--- src/rtl/inference_result_ctrl_pkg.sv ---
// Shared constants for inference_result_ctrl: register offsets, CTRL/STATUS bit
// positions, FSM state codes and the RESULT word packing helper.
package inference_ctrl_pkg;

  // Register offsets, taken from adr[3:2]
  localparam logic [1:0] REG_CTRL   = 2'd0;
  localparam logic [1:0] REG_STATUS = 2'd1;
  localparam logic [1:0] REG_RESULT = 2'd2;
  localparam logic [1:0] REG_LAST   = 2'd3;

  // CTRL bits
  localparam int CTRL_START  = 0;
  localparam int CTRL_CONT   = 1;
  localparam int CTRL_IRQ_EN = 2;
  localparam int CTRL_FLUSH  = 3;

  // STATUS bits
  localparam int STAT_BUSY    = 0;
  localparam int STAT_EMPTY   = 1;
  localparam int STAT_FULL    = 2;
  localparam int STAT_OVF     = 3;
  localparam int STAT_TMO     = 4;
  localparam int STAT_CNT_LSB = 8;

  // FSM states
  localparam logic [1:0] ST_IDLE = 2'd0;
  localparam logic [1:0] ST_REQ  = 2'd1;
  localparam logic [1:0] ST_WAIT = 2'd2;
  localparam logic [1:0] ST_CAP  = 2'd3;

  // Result entry field widths
  localparam int LAT_W = 15;
  localparam int SEQ_W = 8;
  localparam int CLS_W = 8;

  // {valid, latency (saturated to 15 bits), seq, class}
  function automatic logic [31:0] pack_result(input logic [SEQ_W-1:0] seq,
                                              input logic [31:0] lat,
                                              input logic [CLS_W-1:0] cls);
    logic [LAT_W-1:0] l;
    l = (lat > 32'h0000_7FFF) ? 15'h7FFF : lat[LAT_W-1:0];
    return {1'b1, l, seq, cls};
  endfunction

endpackage

--- src/rtl/inference_result_ctrl_if.sv ---
// Wishbone slave bus plus the ap_ctrl_hs handshake towards forward_pass.
// slave: the controller side; master: host / accelerator side (testbench).
interface inference_result_ctrl_if #(parameter int RET_W = 4);
  logic             wbs_stb_i, wbs_cyc_i, wbs_we_i;
  logic [3:0]       wbs_sel_i;
  logic [31:0]      wbs_adr_i, wbs_dat_i;
  logic             wbs_ack_o;
  logic [31:0]      wbs_dat_o;
  logic             ap_start;
  logic             ap_done, ap_idle, ap_ready;
  logic [RET_W-1:0] ap_return;

  modport slave (
    input  wbs_stb_i, wbs_cyc_i, wbs_we_i, wbs_sel_i, wbs_adr_i, wbs_dat_i,
    output wbs_ack_o, wbs_dat_o,
    output ap_start,
    input  ap_done, ap_idle, ap_ready, ap_return
  );

  modport master (
    output wbs_stb_i, wbs_cyc_i, wbs_we_i, wbs_sel_i, wbs_adr_i, wbs_dat_i,
    input  wbs_ack_o, wbs_dat_o,
    input  ap_start,
    output ap_done, ap_idle, ap_ready, ap_return
  );
endinterface

--- src/rtl/inference_result_ctrl_result_fifo.sv ---
// Synchronous result FIFO with flush. A push into a full FIFO is accepted only
// when a pop happens in the same cycle; flush overrides push and pop.
module result_fifo #(
  parameter int WIDTH = 32,
  parameter int DEPTH = 4
) (
  input  logic                   clk,
  input  logic                   rst,
  input  logic                   push,
  input  logic                   pop,
  input  logic                   flush,
  input  logic [WIDTH-1:0]       din,
  output logic [WIDTH-1:0]       dout,
  output logic                   full,
  output logic                   empty,
  output logic [$clog2(DEPTH):0] count
);
  localparam int AW = $clog2(DEPTH);
  localparam int CW = AW + 1;

  logic [WIDTH-1:0] mem [DEPTH];
  logic [AW-1:0]    wr_ptr, rd_ptr;
  logic             do_push, do_pop;

  assign empty   = (count == '0);
  assign full    = (count == CW'(DEPTH));
  assign do_pop  = pop & ~empty;
  assign do_push = push & (~full | do_pop);
  assign dout    = mem[rd_ptr];

  // Pointer and occupancy tracking
  always_ff @(posedge clk or posedge rst) begin
    if (rst) begin
      wr_ptr <= '0;
      rd_ptr <= '0;
      count  <= '0;
    end else if (flush) begin
      wr_ptr <= '0;
      rd_ptr <= '0;
      count  <= '0;
    end else begin
      if (do_push) wr_ptr <= wr_ptr + AW'(1);
      if (do_pop)  rd_ptr <= rd_ptr + AW'(1);
      count <= count + CW'(do_push) - CW'(do_pop);
    end
  end

  // Storage write
  always_ff @(posedge clk) begin
    if (do_push && !flush) mem[wr_ptr] <= din;
  end
endmodule

--- src/rtl/inference_result_ctrl.sv ---
// Run controller / result collector for forward_pass: issues ap_start, captures
// ap_return on ap_done with seq and latency into result_fifo, exposes it over
// Wishbone and raises irq while results are pending.
// Optional watchdog: define INFER_TIMEOUT_EN.
module inference_result_ctrl
  import inference_ctrl_pkg::*;
#(
  parameter logic [31:0] BASE_ADDR      = 32'h3000_0000,
  parameter int          FIFO_DEPTH     = 4,
  parameter int          RET_W          = 4,
  parameter logic [31:0] TIMEOUT_CYCLES = 32'd1_000_000
) (
  input  logic                   ap_clk,
  input  logic                   ap_rst,
  inference_result_ctrl_if.slave bus,
  output logic                   irq,
  output logic                   core_rst_o
);
  localparam int CW = $clog2(FIFO_DEPTH) + 1;

  logic [1:0]       state;
  logic             cont, irq_en, ovf, tmo;
  logic [SEQ_W-1:0] seq;
  logic [31:0]      cyc_cnt, lat_q, last_cyc;
  logic [RET_W-1:0] ret_q;
  logic             hit, acc, wr, rd, go, timeout;
  logic [1:0]       reg_sel;
  logic [31:0]      rdata, dout;
  logic             push, pop, flush, full, empty, ovf_set;
  logic [CW-1:0]    count;

  assign hit     = bus.wbs_stb_i & bus.wbs_cyc_i & (bus.wbs_adr_i[31:4] == BASE_ADDR[31:4]);
  assign acc     = hit & ~bus.wbs_ack_o;
  assign wr      = acc & bus.wbs_we_i;
  assign rd      = acc & ~bus.wbs_we_i;
  assign reg_sel = bus.wbs_adr_i[3:2];

  assign flush   = wr && reg_sel == REG_CTRL && bus.wbs_dat_i[CTRL_FLUSH];
  assign pop     = rd && reg_sel == REG_RESULT && !empty;
  assign push    = (state == ST_CAP);
  assign ovf_set = push & full & ~pop & ~flush;
  assign go      = !core_rst_o &&
                   ((wr && reg_sel == REG_CTRL && bus.wbs_dat_i[CTRL_START]) || (cont && !full));
  assign bus.ap_start = (state == ST_REQ);

  result_fifo #(.WIDTH(32), .DEPTH(FIFO_DEPTH)) u_fifo (
    .clk(ap_clk), .rst(ap_rst), .push(push), .pop(pop), .flush(flush),
    .din(pack_result(seq, lat_q, CLS_W'(ret_q))),
    .dout(dout), .full(full), .empty(empty), .count(count)
  );

`ifdef INFER_TIMEOUT_EN
  logic [1:0] rst_cnt;
  // cyc_cnt doubles as the watchdog; a done in the same cycle wins
  assign timeout    = (state == ST_REQ || state == ST_WAIT) && !bus.ap_done &&
                      cyc_cnt >= TIMEOUT_CYCLES;
  assign core_rst_o = (rst_cnt != 2'd0);
  // Hold the core reset request for exactly two cycles after a timeout
  always_ff @(posedge ap_clk or posedge ap_rst) begin
    if (ap_rst)            rst_cnt <= 2'd0;
    else if (timeout)      rst_cnt <= 2'd2;
    else if (core_rst_o)   rst_cnt <= rst_cnt - 2'd1;
  end
`else
  logic unused_tmo;
  assign unused_tmo = ^TIMEOUT_CYCLES;
  assign timeout    = 1'b0;
  assign core_rst_o = 1'b0;
`endif

  logic unused_in;
  assign unused_in = ^{bus.wbs_sel_i, bus.ap_idle, bus.wbs_dat_i[31:5], bus.wbs_adr_i[1:0]};

  // Run FSM, latency counter and capture of the finished run
  always_ff @(posedge ap_clk or posedge ap_rst) begin
    if (ap_rst) begin
      state    <= ST_IDLE;
      cyc_cnt  <= '0;
      lat_q    <= '0;
      ret_q    <= '0;
      seq      <= '0;
      last_cyc <= '0;
    end else begin
      if (state != ST_IDLE && cyc_cnt != '1) cyc_cnt <= cyc_cnt + 32'd1;
      case (state)
        ST_IDLE: if (go) begin
          state   <= ST_REQ;
          cyc_cnt <= 32'd1;   // first REQ cycle counts as 1
        end
        ST_REQ: begin
          if (timeout) state <= ST_IDLE;
          else if (bus.ap_ready) begin
            if (bus.ap_done) begin
              state <= ST_CAP;
              lat_q <= cyc_cnt;
              ret_q <= bus.ap_return;
            end else state <= ST_WAIT;
          end
        end
        ST_WAIT: begin
          if (timeout) state <= ST_IDLE;
          else if (bus.ap_done) begin
            state <= ST_CAP;
            lat_q <= cyc_cnt;
            ret_q <= bus.ap_return;
          end
        end
        default: begin
          seq      <= seq + SEQ_W'(1);
          last_cyc <= lat_q;
          state    <= ST_IDLE;
        end
      endcase
    end
  end

  // Control bits, sticky flags and the registered interrupt
  always_ff @(posedge ap_clk or posedge ap_rst) begin
    if (ap_rst) begin
      cont   <= 1'b0;
      irq_en <= 1'b0;
      ovf    <= 1'b0;
      tmo    <= 1'b0;
      irq    <= 1'b0;
    end else begin
      if (wr && reg_sel == REG_CTRL) begin
        cont   <= bus.wbs_dat_i[CTRL_CONT];
        irq_en <= bus.wbs_dat_i[CTRL_IRQ_EN];
      end
      if (ovf_set) ovf <= 1'b1;
      else if (wr && reg_sel == REG_STATUS && bus.wbs_dat_i[STAT_OVF]) ovf <= 1'b0;
      if (timeout) tmo <= 1'b1;
      else if (wr && reg_sel == REG_STATUS && bus.wbs_dat_i[STAT_TMO]) tmo <= 1'b0;
      irq <= irq_en & (~empty | ovf | tmo);
    end
  end

  // Read data mux
  always_comb begin
    rdata = '0;
    case (reg_sel)
      REG_CTRL: begin
        rdata[CTRL_CONT]   = cont;
        rdata[CTRL_IRQ_EN] = irq_en;
      end
      REG_STATUS: begin
        rdata[STAT_BUSY]  = (state != ST_IDLE);
        rdata[STAT_EMPTY] = empty;
        rdata[STAT_FULL]  = full;
        rdata[STAT_OVF]   = ovf;
        rdata[STAT_TMO]   = tmo;
        rdata[STAT_CNT_LSB +: 4] = 4'(count);
      end
      REG_RESULT: rdata = empty ? '0 : dout;
      default:    rdata = last_cyc;
    endcase
  end

  // Wishbone ack and read data, one cycle after the hit
  always_ff @(posedge ap_clk or posedge ap_rst) begin
    if (ap_rst) begin
      bus.wbs_ack_o <= 1'b0;
      bus.wbs_dat_o <= '0;
    end else begin
      bus.wbs_ack_o <= acc;
      bus.wbs_dat_o <= rd ? rdata : '0;
    end
  end
endmodule

--- src/flat_wrapper.sv ---
// flat-port wrapper written by rule: the top's interface ports become plain ports
module inference_result_ctrl_flat import inference_ctrl_pkg::*;
#(
  parameter logic [31:0] BASE_ADDR      = 32'h3000_0000,
  parameter int          FIFO_DEPTH     = 4,
  parameter int          RET_W          = 4,
  parameter logic [31:0] TIMEOUT_CYCLES = 32'd1_000_000
)
  (ap_clk, ap_rst, irq, core_rst_o, bus_wbs_stb_i, bus_wbs_cyc_i, bus_wbs_we_i, bus_wbs_sel_i, bus_wbs_adr_i, bus_wbs_dat_i, bus_wbs_ack_o, bus_wbs_dat_o, bus_ap_start, bus_ap_done, bus_ap_idle, bus_ap_ready, bus_ap_return);
  inference_result_ctrl_if #(.RET_W(RET_W)) bus_i ();
  input  logic ap_clk;
  input  logic ap_rst;
  output logic irq;
  output logic core_rst_o;
  input wire logic [$bits(bus_i.wbs_stb_i)-1:0] bus_wbs_stb_i;
  input wire logic [$bits(bus_i.wbs_cyc_i)-1:0] bus_wbs_cyc_i;
  input wire logic [$bits(bus_i.wbs_we_i)-1:0] bus_wbs_we_i;
  input wire logic [$bits(bus_i.wbs_sel_i)-1:0] bus_wbs_sel_i;
  input wire logic [$bits(bus_i.wbs_adr_i)-1:0] bus_wbs_adr_i;
  input wire logic [$bits(bus_i.wbs_dat_i)-1:0] bus_wbs_dat_i;
  output wire logic [$bits(bus_i.wbs_ack_o)-1:0] bus_wbs_ack_o;
  output wire logic [$bits(bus_i.wbs_dat_o)-1:0] bus_wbs_dat_o;
  output wire logic [$bits(bus_i.ap_start)-1:0] bus_ap_start;
  input wire logic [$bits(bus_i.ap_done)-1:0] bus_ap_done;
  input wire logic [$bits(bus_i.ap_idle)-1:0] bus_ap_idle;
  input wire logic [$bits(bus_i.ap_ready)-1:0] bus_ap_ready;
  input wire logic [$bits(bus_i.ap_return)-1:0] bus_ap_return;
  assign bus_i.wbs_stb_i = bus_wbs_stb_i;
  assign bus_i.wbs_cyc_i = bus_wbs_cyc_i;
  assign bus_i.wbs_we_i = bus_wbs_we_i;
  assign bus_i.wbs_sel_i = bus_wbs_sel_i;
  assign bus_i.wbs_adr_i = bus_wbs_adr_i;
  assign bus_i.wbs_dat_i = bus_wbs_dat_i;
  assign bus_wbs_ack_o = bus_i.wbs_ack_o;
  assign bus_wbs_dat_o = bus_i.wbs_dat_o;
  assign bus_ap_start = bus_i.ap_start;
  assign bus_i.ap_done = bus_ap_done;
  assign bus_i.ap_idle = bus_ap_idle;
  assign bus_i.ap_ready = bus_ap_ready;
  assign bus_i.ap_return = bus_ap_return;
  inference_result_ctrl #(.BASE_ADDR(BASE_ADDR), .FIFO_DEPTH(FIFO_DEPTH), .RET_W(RET_W), .TIMEOUT_CYCLES(TIMEOUT_CYCLES)) u_core (.ap_clk(ap_clk), .ap_rst(ap_rst), .bus(bus_i), .irq(irq), .core_rst_o(core_rst_o));
endmodule
--- config.mk ---
export PLATFORM = sky130hd
export DESIGN_NAME = inference_result_ctrl_flat
export DESIGN_NICKNAME = d
export VERILOG_FILES = /design/src/rtl/inference_result_ctrl_pkg.sv /design/src/rtl/inference_result_ctrl_if.sv /design/src/rtl/inference_result_ctrl_result_fifo.sv /design/src/rtl/inference_result_ctrl.sv /design/src/flat_wrapper.sv
export SDC_FILE = /design/constraint.sdc
export NUM_CORES = 1
export LEC_CHECK = 0
export ABC_CLOCK_PERIOD_IN_PS = 5100
export BUFFER_PORTS_ARGS = -buffer_cell sky130_fd_sc_hd__buf_2
export CAP_MARGIN = 20
export CORE_MARGIN = 1
export CORE_UTILIZATION = 47
export DETAILED_ROUTE_END_ITERATION = 8
export PLACE_DENSITY = 0.69
export SKIP_CTS_REPAIR_TIMING = 1
export SYNTH_ARGS = -nofsm -noshare
export SYNTH_HDL_FRONTEND = slang
export SYNTH_SLANG_ARGS = --single-unit
--- constraint.sdc ---
create_clock -name ap_clk -period 5.1 [get_ports ap_clk]
set_clock_uncertainty 0.15 [all_clocks]
set_input_delay 0.255 -clock ap_clk [delete_from_list [all_inputs] [get_ports ap_clk]]
set_output_delay 0.255 -clock ap_clk [all_outputs]
set_load 0.02 [all_outputs]
==> run summary, run 1 <==
Number of antenna violations at the first check in global routing: 0. Worst min-delay path category: primary input to register. The minimum hold slack is -0.007087 ns. For this run, design rule violations remaining after detail routing come to 0. The weighted congestion reported at the end of routability-driven placement was 0.7901; the average routed wire per standard cell was 20.07 um. The number of iterations in the first detailed-routing pass is 5.

For the required arrival time at the worst endpoint, the log shows 5.21 ns. Flop and latch count out of synthesis: 262. Grouping stages by cell kind, the critical path spends the most delay in buffers and inverters. The flow ran to the end, but the final reports show violations. TritonCTS built the clock tree. For this design the ratio of total power to cell area is 399.5 nW/um2. The routed design uses 11310 um of met2 wire. Measured against its own limit, the worst slew margin works out to 31.48%.

After layout, the minimum clock period comes to 3.394 ns. The tools report the max-slew violation count as 0. In this run, the number of DRC markers left after iteration 0 of detailed routing was 449. For the pin with the worst max-slew slack, the measured transition is 1.020 ns. The tools report the final setup violation count as 0. Setup repair after global routing left no endpoint under its margin.

The synthesized design spends more area on one cell type than any other, namely sky130_fd_sc_hd__dfrtp_1. The first global-routing pass estimated 37730 um of wire. For the number of cells in the design after placement, the log shows 1114.

The post-route netlist has 28.37% of its cells at a drive strength greater than 1. The run gives 262 as the CTS sink count. Met3 wirelength from detailed routing: 1094 um. Combinational logic is responsible for 11.1% of the overall power. The critical path's slowest cell is sky130_fd_sc_hd__dlygate4sd3_1. Each instance of the synthesized netlist takes up on average 14.77 um2. Counting instances in the post-synthesis netlist gives the leading cell types as sky130_fd_sc_hd__dfrtp_1, sky130_fd_sc_hd__edfxtp_1, sky130_fd_sc_hd__mux2_2. Once layout is complete, the utilization of the core stands at 56.04%. Measured along the y axis, the die boundary spans 155.2 um. The internal power contribution was 3.843 mW.

The total CTS buffers is 28. The number of warnings printed during yosys synthesis is 0, and the clock network fraction of total power is 38.3%. Signal routing reaches up to met4. Summed over all cells, the static leakage comes to 5.425 nW. In this run the cell area of the synthesized design comes to 11030 um2. Counting flops with an async set or reset pin after synthesis yields a share of 58.78%.

In this run the power spent charging and discharging nets is 1.271 mW. For the number of hold-slack violations in the final timing report, the log shows 2. Dividing the detail-routed via count by the number of cells gives 5.652.

Of the post-synthesis cell area, the dominant cell type holds 34.94%. The tools report the synthesized instance count as 747. The number of standard cells in the layout, taps in and fillers out came out at 1180.

Walking the worst path, the cells encountered are dlygate4sd3_1 -> buf_2 -> nor4_1 -> dlygate4sd3_1 -> nand4_1 -> nor4b_2 -> a211oi_1 -> and2_1 -> buf_4. The number of global-route vias before repair is 6610, and the number of nets still failing antenna checks after routing is 0. Registers are responsible for 50.6% of the overall power. The placed wire-length estimate after detailed placement was 14910 um; the initial cell density of the core was 48.28%.

The design draws 5.114 mW. The floorplan step defined a die boundary enclosing 24090 um2. The synthesized netlist contains 66 unique library cells. The largest net degree at the start of global routing came out at 66. Together, buffers and inverters on the worst path number 4. The final period utilization was 66.54%; the count of nets after finishing was 939. The area growth from synthesis to layout is 16.06%.

For this design the top-level I/O count stands at 116. The tree is rooted in a sky130_fd_sc_hd__clkbuf_16. Based on the critical path, the design can be clocked at up to 0.2947 GHz. Clock latency on the worst-skew pair, taken at its later pin, is 0.54 ns.

The switching fraction of total power is 24.86%, and the horizontal die dimension is 155.2 um. The max-cap violation count came out at 0. For this run, the total global-route usage over all layers was measured as 20.38%. No sink is reached through more buffers than the 3 on the longest clock path. At the worst endpoint, the arrival time is 3.50 ns. STA classifies the critical path startpoint as a primary input. Along the worst path, the maximum fanout reaches 18. The run gives 841 as the post-synth net total. In this design, the critical path's most frequently occurring cell is sky130_fd_sc_hd__dlygate4sd3_1.

Setup total negative slack on the finished layout was measured at 0 ns. The H-tree depth was 1. In the post-synthesis netlist, the biggest area contributors are sky130_fd_sc_hd__dfrtp_1, sky130_fd_sc_hd__edfxtp_1, sky130_fd_sc_hd__mux2_2.

On the worst path, the slowest cell contributes a delay of 0.61 ns. The start-to-end type of the worst setup path is primary input to register. The category of the worst setup path capture point is a register. The checks that failed: hold timing. The routed layout has 6669 vias. After detailed routing, the total wire length is 23680 um. The count of buffers added on input and output ports is 79. Sequential cells were found to cover 64.34% of the synthesized design area. The most used flip-flop cell after synthesis is sky130_fd_sc_hd__dfrtp_1. The tools report the sum of overflow across all layers after global routing as 0.

The maximum VDD drop is 0.2396 mV. After detailed routing, the wire length on met1 is 10860 um. Yosys instantiated no cell more often than sky130_fd_sc_hd__dfrtp_1. The number of synthesized flops with an enable pin was 108. For the count of inserted antenna diode cells, the log shows 0. The core area was 22850 um2.

After clock tree synthesis, the clock-pin slew on the worst setup and hold paths is 0.06 ns. The number of rows in the core area was 55.
layer usage:
layer | vias to the layer above | global-route usage (%)
met2 | 182 | 33.23
met4 | 0 | 4.809
met1 | 3399 | 28.94
met5 | - | 0
li1 | 3055 | -
met3 | 33 | 3.148
power groups by stage:
stage	registers (mW)	clock network (mW)	logic, mW
floorplan	2.60	0	0.338
global placement	2.63	0	0.529
detailed placement	2.63	0	0.568
CTS	2.59	1.99	0.573
global route	2.59	2.08	0.645
finish	2.59	1.96	0.569
kinds of logic (layout without fill, tap and decap cells):
family,Yosys count,in the layout,share of synthesized area (%)
AOI/OAI and AO/OA,117,117,8.031
adders and majority gates,14,14,1.656
DFF,262,262,64.34
buffers and inverters,57,177,2.223
other,1,1,0.03400
xor gates and xnor gates,15,15,1.191
and+or+nand+nor,183,183,9.800
muxes,98,98,12.73
stage by stage:
stage               worst slack (ns)  hold WS [ns]  cell area, um2
floorplan                     0.5452        0.2555           11030
global placement               1.957        0.2399           11760
detailed placement             1.923        0.2468           11760
CTS                            1.978       -0.3228           12660
global route                   1.468      0.005614           12800
finish                         1.706     -0.007087           12800
worst min-delay path, stage by stage:
cell                      delay, ns
sky130_fd_sc_hd__buf_2         0.13
sky130_fd_sc_hd__nand2_1       0.09
sky130_fd_sc_hd__nor4b_2       0.09
sky130_fd_sc_hd__nor2_1        0.09
cell type report:
cell class              instances  area (um2)
fillers                      1860       10040
flip-flops and latches        262        7098
multi-input cells             428        3710
clock buffers                  41       779.5
repair buffers                104       618.1
well taps                     313       391.6
clock inverters                11       121.4
inverters                      21       83.83
placed cells by master (no fill, tap or decap), types with 20 or more instances in the layout:
master                        n
sky130_fd_sc_hd__nor2_1      30
sky130_fd_sc_hd__mux4_2      27
sky130_fd_sc_hd__edfxtp_1   108
sky130_fd_sc_hd__nand2_1     33
sky130_fd_sc_hd__dfrtp_1    153
sky130_fd_sc_hd__clkbuf_16   28
sky130_fd_sc_hd__inv_1       20
sky130_fd_sc_hd__mux2_2      68
sky130_fd_sc_hd__buf_2       79
sky130_fd_sc_hd__a22o_1      25
worst paths after layout:
check | slack (ns) | end | depth (start not counted) | from
worst max-delay path | 1.71 | u_core.u_fifo.mem[3][9]$_DFFE_PP_ | 9 | bus_wbs_adr_i[11]
worst min register to register | 0.34 | u_core.bus.wbs_dat_o[31]$_DFF_PP0_ | 1 | u_core.last_cyc[31]$_DFFE_PP0N_
worst min-delay path | -0.007 | u_core.u_fifo.count[1]$_DFF_PP0_ | 4 | bus_wbs_we_i
worst max register to register | 1.77 | u_core.u_fifo.mem[3][9]$_DFFE_PP_ | 7 | u_core.bus.wbs_ack_o$_DFF_PP0_
max in group asynchronous | 3.41 | u_core.lat_q[30]$_DFFE_PP0P_ | 4 | ap_rst
min in group asynchronous | 0.22 | u_core.last_cyc[22]$_DFFE_PP0N_ | 3 | ap_rst
flip-flops by register name (all words and copies together) (netlist names), 2 cells and up:
| name | flops |
|---|---|
| u_core.u_fifo.mem | 108 |
| u_core.state | 2 |
| u_core.seq | 8 |
| u_core.cyc_cnt | 32 |
| u_core.u_fifo.wr_ptr | 2 |
| u_core.ret_q | 4 |
| u_core.u_fifo.count | 3 |
| u_core.u_fifo.rd_ptr | 2 |
| u_core.last_cyc | 32 |
| u_core.bus.wbs_dat_o | 32 |
| u_core.lat_q | 32 |
Power figures use the tool's default switching activity.
==> run 2: changes to the inputs <==
--- a/config.mk
+++ b/config.mk
@@ -5,7 +5,8 @@
 export SDC_FILE = /design/constraint.sdc
 export NUM_CORES = 1
 export LEC_CHECK = 0
-export ABC_CLOCK_PERIOD_IN_PS = 5100
+export ABC_AREA = 1
+export ABC_CLOCK_PERIOD_IN_PS = 3200
 export BUFFER_PORTS_ARGS = -buffer_cell sky130_fd_sc_hd__buf_2
 export CAP_MARGIN = 20
 export CORE_MARGIN = 1
==> constraint.sdc (replaced) <==
create_clock -name ap_clk -period 3.2 [get_ports ap_clk]
set_clock_uncertainty 0.15 [all_clocks]
set_input_delay 0.16 -clock ap_clk [delete_from_list [all_inputs] [get_ports ap_clk]]
set_output_delay 0.16 -clock ap_clk [all_outputs]
set_load 0.02 [all_outputs]
==> run 2 against run 1 <==
  * The run still ends with hold timing left
  * Synthesized cell count up 62%
  * Cell count is 40% higher
  * Routed wire length rose by 9.5%
  * Hold slack worse by 0.0093 ns
  * Clock power rose by 53%
  * Utilization fell by 1.1 points
  * First-iteration DRC count increased by 33%
  * Global-route usage grew 0.45 points
  * Critical path depth is 4 higher
  * Register-to-register slack got worse by 1.4 ns
  * Non-clock buffer count increased by 9
  * Worst setup slack lost 1.3 ns
==> run summary, run 2 <==
VDD sags by at most 0.3340 mV. TritonCTS built the clock tree. The number of nets handed over by synthesis was 1303.

The run gives 27 as the total CTS buffers. The synthesized netlist occupies a cell area of 11630 um2. The worst path uses 87.91% of the clock period.

The region available for standard cell placement spans 24320 um2. The total vias in the final route was 8473; the horizontal die dimension was 159.3 um. The run gives 3 as the buffer levels on the longest clock path. In this run the critical register-to-register path is captured at u_core.u_fifo.count[2]$_DFF_PP0_. After synthesis, the share of flip-flops with an asynchronous set or reset is 58.78%. After layout, the worst setup slack is 0.3869 ns. The number of cells on the worst hold path works out to 7. The count of input and output buffers came out at 79. For this run, the slowest stage of the critical path takes 0.48 ns.

The tools report the endpoint with the worst hold slack as u_core.state[1]$_DFFE_PP0P_. Across the run, the number of max-cap violations was 0. The min-delay analysis places its worst path in the category primary input to register.

Clock-pin slew was measured on the worst setup and hold paths at 0.06 ns. Summed over all instances, the cell type with the most area after synthesis is sky130_fd_sc_hd__dfrtp_1. For the worst-skew pair, the clock arrives at the later sink with an insertion delay of 0.52 ns. Dividing total power by cell area gives a power density of 734.2 nW/um2. The most common cell after layout, fill and taps aside was sky130_fd_sc_hd__nand2_1. The flow ran to the end, but the final reports show violations. Yosys instantiated no cell more often than sky130_fd_sc_hd__nand2_1.

The first routing iteration left 596 violations. Summing all non-filler instances in the final layout gives an area of 13350 um2. The slew at the pin closest to its max-slew limit was 0.8543 ns.

After detailed routing, the number of remaining DRC violations is 0. The tools report the max-slew violation count as 0. The synthesized design devotes to its leading area cell type 33.15% of total area. Largest net degree at the start of global routing: 155. The mean instance size in the synthesized netlist was 9.616 um2.

The run gives 2131 as the number of inserted filler cells in the final layout. The tools report the count of nets after finishing as 1398. In this run the static leakage power is 6.017 nW.

Summed over all nets, the half-perimeter wirelength after detailed placement is 16720 um. The average routed wire per standard cell came out at 15.74 um. Setup repair after global routing left no endpoint under its margin. Global routing consumed, over all layers together, 20.83% of the routing resources. The placed instances occupy a cell area of 12330 um2. For this configuration, the core starts out at a cell density of 47.81%.

The netlist uses 44 different library cells. The required arrival time at the worst endpoint is 3.46 ns. The cell sitting at the root of the clock tree is a sky130_fd_sc_hd__clkbuf_16.

Traced cell by cell, the critical path runs through nor3_1 -> nor3_4 -> nand3_2 -> nand2_1 -> nand2_1 -> ha_1 -> inv_1 -> ha_1 -> inv_1 -> fa_1 -> xnor2_1 -> nand2_1 -> inv_1. Setup violations remaining at the end of the flow were counted as 0. The die covers 25370 um2. The clock period could shrink to 2.813 ns. From synthesis to final layout, the design area changed by 14.83%. Ranked by instance count, the synthesized netlist is headed by sky130_fd_sc_hd__nand2_1, sky130_fd_sc_hd__dfrtp_1, sky130_fd_sc_hd__nor2_1. The register bank with the most flops was u_core.u_fifo.mem. Among all flip-flop cells after synthesis, the most frequent one is sky130_fd_sc_hd__dfrtp_1. Leaving out fill and tap cells, the most frequent cells in the layout are sky130_fd_sc_hd__nand2_1, sky130_fd_sc_hd__dfrtp_1, sky130_fd_sc_hd__o21ai_0.

In this run the tightest slew margin relative to its limit is 43.04%. The area used by sequential logic in the layout is 7097 um2, and the sum of overflow across all layers after global routing is 0. The number of global-route vias before repair was 8246. The critical path contains buffers and inverters numbering 3 combined.

Of the cells placed in the final design, the portion with a size suffix greater than 1 is 13.97%. Yosys printed 0 warnings. For the setup total negative slack, the log shows 0 ns.

The critical register-to-register path startpoint is u_core.u_fifo.count[1]$_DFF_PP0_. The biggest fanout along the worst timing path came out at 8. Total power for the finished layout comes to 9.801 mW. The minimum hold slack was -0.01636 ns; the achievable frequency was 0.3555 GHz. STA classifies the critical path endpoint as a register. 0 antenna diodes ended up in the layout. By area the synthesized netlist is led by sky130_fd_sc_hd__dfrtp_1, sky130_fd_sc_hd__edfxtp_1, sky130_fd_sc_hd__nand2_1. In this run the vertical extent of the chip is 159.3 um.

Wire length after detailed routing: 25940 um. The checks that failed: hold timing. Pin placement for this block handled 116 I/O pins. After detailed routing, the number of vias per cell comes to 5.141. The worst setup timing slack at the placement stage came out at 0.4349 ns.

Startpoint class of the critical path: a register. Summing all multi-input logic gate instances after layout gives 3804 um2. For the utilization after layout, the log shows 54.90%. The startpoint identified for the worst hold timing path is bus_ap_ready. The first global-routing pass estimated 42040 um of wire. In the synthesized netlist, the number of instances is 1209. The logs give 0 for the number of nets still failing antenna checks after routing and 1 for the H-tree depth. The start-to-end type of the worst setup path is register to register. The slowest stage of the critical path is the sky130_fd_sc_hd__nor3_1 cell. The number of antenna violations at the first check in global routing was 0; the flop and latch count out of synthesis was 262. For the number of hold-slack violations in the final timing report, the log shows 2. Sequential elements use 61.04% of the synthesized area. The floorplan has 57 rows. The weighted congestion reported at the end of routability-driven placement was 0.9149; the number of flip-flops in the largest register was 108. The family of cells with the greatest summed delay on the critical path is simple AND/OR/NAND/NOR gates. The synthesized design contains 108 enable-type register cells. Before antenna repair, the detailed router went through 5 iterations. For the CTS sink count, the log shows 262.

Data on the critical path arrives at its endpoint at 3.07 ns. The register-to-register path setup slack was 0.39 ns; the worst-case reg-to-reg path depth was 13.
## run 2: cell types whose count changed in the layout (fill, tap and decap cells not counted), moves of 25 or more
cell / change
sky130_fd_sc_hd__o21ai_0: +121
sky130_fd_sc_hd__nand2_1: +257
sky130_fd_sc_hd__mux4_2: -27
sky130_fd_sc_hd__a22o_1: -25
sky130_fd_sc_hd__o22ai_1: +26
sky130_fd_sc_hd__inv_1: +97
sky130_fd_sc_hd__mux2_2: -64
sky130_fd_sc_hd__nor2_1: +105
## run 2: kinds of logic (layout without fill, tap and decap cells)
logic type | Yosys count | count (layout) | synth area share [%]
muxes | 4 | 4 | 0.3874
AOI/OAI and AO/OA | 223 | 223 | 10.71
buffers and inverters | 177 | 292 | 6.349
DFF | 262 | 262 | 61.04
other | 1 | 1 | 0.03225
and+or+nand+nor | 507 | 507 | 18.33
xor gates and xnor gates | 21 | 21 | 1.582
adders and majority gates | 14 | 14 | 1.571
## run 2: worst max-delay path by stage
stage / startpoint / end / slack, ns / cells past startpoint
2_1_floorplan: u_core.bus.wbs_ack_o$_DFF_PP0_ / u_core.u_fifo.mem[0][0]$_DFFE_PP_ / 0.20 / 9
4_1_cts: u_core.u_fifo.count[1]$_DFF_PP0_ / u_core.u_fifo.count[2]$_DFF_PP0_ / 0.40 / 13
3_5_place_dp: u_core.u_fifo.count[1]$_DFF_PP0_ / u_core.u_fifo.count[2]$_DFF_PP0_ / 0.43 / 13
3_3_place_gp: u_core.u_fifo.count[1]$_DFF_PP0_ / u_core.u_fifo.count[2]$_DFF_PP0_ / 0.47 / 13
6_report: u_core.u_fifo.count[1]$_DFF_PP0_ / u_core.u_fifo.count[2]$_DFF_PP0_ / 0.39 / 13
5_1_grt: u_core.u_fifo.count[1]$_DFF_PP0_ / u_core.u_fifo.count[1]$_DFF_PP0_ / 0.24 / 13
## run 2: cell type report
type / count / share of cell area (%)
sequential: 262 / 53.16
multi-input combinational: 770 / 28.49
clock buffer: 39 / 5.548
timing repair buffer: 113 / 5.305
inverter: 130 / 3.683
tap: 324 / 3.037
clock inverter: 10 / 0.7779
## run 2: metal layers
layer | track usage, % | part of all wire, % | vias up
met5 | 0 | 0 | -
met4 | 5.682 | 1.9 | 0
met3 | 2.370 | 5.1 | 45
met2 | 36.14 | 49 | 217
met1 | 27.78 | 44 | 4061
li1 | - | - | 4150
## run 2: power by group
part | leakage [nW] | switching, mW | internal [mW]
Sequential | 2.88 | 0.484 | 4.12
Clock | 0.407 | 1.23 | 1.77
Combinational | 2.73 | 1.50 | 0.705
## run 2: worst min-delay path, stage by stage
cell and delay, ns:
sky130_fd_sc_hd__buf_2 0.09, sky130_fd_sc_hd__inv_1 0.04, sky130_fd_sc_hd__nand2_1 0.06, sky130_fd_sc_hd__o21ai_0 0.08, sky130_fd_sc_hd__inv_1 0.06, sky130_fd_sc_hd__nand3_1 0.08
sky130_fd_sc_hd__nand2_1 0.05
## run 2: metrics by stage
stage | std cells | hold slack, ns
finish | 1648 | -0.01636
global route | 1648 | 0.03240
CTS | 1630 | -0.2971
detailed placement | 1581 | 0.2542
global placement | 1581 | 0.2423
floorplan | 1209 | 0.1527
==> run 3: changes to the inputs <==
--- a/config.mk
+++ b/config.mk
@@ -5,13 +5,13 @@
 export SDC_FILE = /design/constraint.sdc
 export NUM_CORES = 1
 export LEC_CHECK = 0
-export ABC_AREA = 1
 export ABC_CLOCK_PERIOD_IN_PS = 3200
 export BUFFER_PORTS_ARGS = -buffer_cell sky130_fd_sc_hd__buf_2
 export CAP_MARGIN = 20
 export CORE_MARGIN = 1
 export CORE_UTILIZATION = 47
 export DETAILED_ROUTE_END_ITERATION = 8
+export GPL_TIMING_DRIVEN = 0
 export PLACE_DENSITY = 0.69
 export SKIP_CTS_REPAIR_TIMING = 1
 export SYNTH_ARGS = -nofsm -noshare
==> run 3 against run 2 <==
  * The run still ends with hold timing left
  * Register-to-register slack worse by 0.19 ns
  * Worst setup slack worse by 0.19 ns
  * Sequential share of layout area is 1.5 points higher
  * Hold slack worse by 0.028 ns
  * Cell area is 2.7% lower
  * Clock power is 4% higher
  * Sequential cell count stayed put
  * Total power is 17% lower
==> run summary, run 3 (synthesis gave the netlist of run 1 again) <==
The first global-routing pass estimated 38670 um of wire. The H-tree depth came out at 1. The core area came out at 22850 um2. The run finished, with violations left.

The final setup violation count was 0; the sum of overflow across all layers after global routing was 0. The post-detailed-placement cell area was 11910 um2. The initial DRC count was 541. The worst setup margin is 0.2006 ns. The tools report the achievable frequency as 0.3334 GHz. The congestion estimate from routability-driven global placement came to 0.7810.

The max-slew violation count was 0; the slew at the pin closest to its max-slew limit was 0.9629 ns. The worst setup path is captured at a register. In this run the tool buffered the top-level ports with 79 buffer cells. The wire length after detailed routing is 24620 um. The final reports fail on hold timing.

With fillers left out, the area of the finished cells amounts to 12990 um2. The post-route netlist has 28.79% of its cells at a drive strength greater than 1. Number of hold-slack violations in the final timing report: 2. The initial utilization of the core area, before any placement, comes to 48.28%.

The cell sitting at the root of the clock tree is a sky130_fd_sc_hd__clkbuf_16. Measured along the y axis, the die boundary spans 155.2 um. Endpoint with the worst hold slack: u_core.u_fifo.rd_ptr[1]$_DFFE_PP0P_. In this run the power density over the cells is 629.9 nW/um2.

The worst hold path was traced through 5 stages. The pre-antenna-repair detailed-routing pass consisted of 5 iterations. The tools report the minimum hold slack as -0.04441 ns.

Setup repair after global routing left no endpoint under its margin. In this run the critical register-to-register path is captured at u_core.u_fifo.count[2]$_DFF_PP0_. In this run the worst hold path is classified as primary input to register.

The static leakage power is 5.507 nW. The run gives 35.57% as the normalized max-slew margin. Detailed routing inserted a total of 6773 vias.

The count of inserted antenna diode cells came out at 0. The utilization after layout is 56.84%. The max-cap violation count is 0.

In the layout the commonest cells are sky130_fd_sc_hd__dfrtp_1, sky130_fd_sc_hd__edfxtp_1, sky130_fd_sc_hd__buf_2. The initialized floorplan defines 55 standard-cell rows. For the number of global-route vias before repair, the log shows 6663. Summed over all nets, the half-perimeter wirelength after detailed placement is 16710 um. For this run, design rule violations remaining after detail routing come to 0. The floorplan step defined a die boundary enclosing 24090 um2. The area growth from synthesis to layout is 17.73%.

After the last flow step, the layout net total stands at 969. The critical hold path startpoint was bus_wbs_adr_i[22]. In the final routed layout, each cell accounts on average for 20.36 um. The final period utilization is 93.73%, and the required arrival time at the worst endpoint is 3.47 ns. The register bank with the most flops was u_core.u_fifo.mem. Across all register-to-register paths, the minimum setup slack is 0.20 ns. The horizontal die dimension works out to 155.2 um.

Data arrives at the worst endpoint at 3.27 ns. At the placement stage, the worst setup path has a slack of -0.2682 ns. Clock-pin slew was measured on the worst setup and hold paths at 0.06 ns.

Start-to-end type of the worst setup path: register to register. Measured in cells, the most critical reg-to-reg path has a length of 12. TritonCTS built the clock tree.

The maximum VDD drop was 0.4185 mV. Most common cell after layout, fill and taps aside: sky130_fd_sc_hd__dfrtp_1. The biggest fanout along the worst timing path came out at 14. Once detail routing completed, the nets flagged for antenna violations numbered 0. In this run the deepest clock path goes through 3 buffers. The tools report the critical register-to-register path startpoint as u_core.u_fifo.count[1]$_DFF_PP0_. The run gives 27 as the total CTS buffers. The largest net degree at the start of global routing was 37. The overall global routing resource usage was 21.07%; the number of flip-flops in the largest register was 108. The number of antenna violations at the first check in global routing was 0; the number of top-level pins was 116.

The tools report the insertion delay of the later-clocked pin in the worst-skew pair as 0.53 ns. The worst setup path is launched from a register. After detailed routing, the number of vias per cell comes to 5.602. The CTS sink count was 262; the minimum period implied by the final worst setup slack was 2.999 ns.
## run 3: worst max-delay path: stages (launching register included)
cell and delay (ns):
sky130_fd_sc_hd__dfrtp_1 0.48, sky130_fd_sc_hd__nor3_4 0.26, sky130_fd_sc_hd__nor4b_2 0.09, sky130_fd_sc_hd__nand3_1 0.21, sky130_fd_sc_hd__clkinvlp_4 0.35, sky130_fd_sc_hd__ha_1 0.38
sky130_fd_sc_hd__inv_1 0.05, sky130_fd_sc_hd__ha_1 0.13, sky130_fd_sc_hd__inv_1 0.05, sky130_fd_sc_hd__fa_1 0.38, sky130_fd_sc_hd__xor2_1 0.18, sky130_fd_sc_hd__xnor2_1 0.13
sky130_fd_sc_hd__nor2_1 0.05
## run 3: worst max path at each step
stage / from / endpoint / slack [ns] / cells after the start
final: u_core.u_fifo.count[1]$_DFF_PP0_ / u_core.u_fifo.count[2]$_DFF_PP0_ / 0.20 / 12
after global routing: u_core.u_fifo.count[1]$_DFF_PP0_ / u_core.u_fifo.count[2]$_DFF_PP0_ / 0.03 / 13
after CTS: u_core.u_fifo.count[1]$_DFF_PP0_ / u_core.u_fifo.count[2]$_DFF_PP0_ / -0.29 / 13
after detailed placement: u_core.state[0]$_DFFE_PP0P_ / u_core.u_fifo.count[2]$_DFF_PP0_ / -0.27 / 13
after global placement: u_core.state[0]$_DFFE_PP0P_ / u_core.u_fifo.mem[2][16]$_DFFE_PP_ / -0.53 / 5
after floorplan: u_core.bus.wbs_ack_o$_DFF_PP0_ / u_core.u_fifo.count[2]$_DFF_PP0_ / 0.24 / 13
## run 3: layout make-up
class	count	area [um2]
clock inverters	13	147.6
repair buffers	100	643.1
multi-input cells	428	3721
clock buffers	37	733.2
well taps	313	391.6
fillers	1860	9861
inverters	21	86.33
plain buffers	35	166.4
flip-flops and latches	262	7097
## run 3: where the power goes
group | leakage, nW | total [mW] | internal, mW | switching, mW
Clock | 0.430 | 3.11 | 1.85 | 1.26
Combinational | 2.16 | 0.954 | 0.209 | 0.745
Sequential | 2.92 | 4.12 | 4.07 | 0.0536
## run 3: metrics by stage
| step | instances | TNS, ns | hold slack (ns) | power (mW) |
|---|---|---|---|---|
| 2_1_floorplan | 747 | 0 | 0.1605 | 4.691 |
| 3_5_place_dp | 1143 | -1.033 | 0.1553 | 5.097 |
| 3_3_place_gp | 1139 | -74.12 | 0.2419 | 5.001 |
| 6_report | 1209 | 0 | -0.04441 | 8.181 |
| 4_1_cts | 1193 | -2.400 | -0.3980 | 8.194 |
| 5_1_grt | 1209 | 0 | 0.01724 | 8.464 |
## run 3: per-layer routing
metal	up-vias	GRT usage, %	part of all wire [%]
li1	3113	-	-
met4	0	5.042	1.5
met3	28	2.869	4.8
met2	184	34.28	48
met5	-	0	0
met1	3448	30.21	46
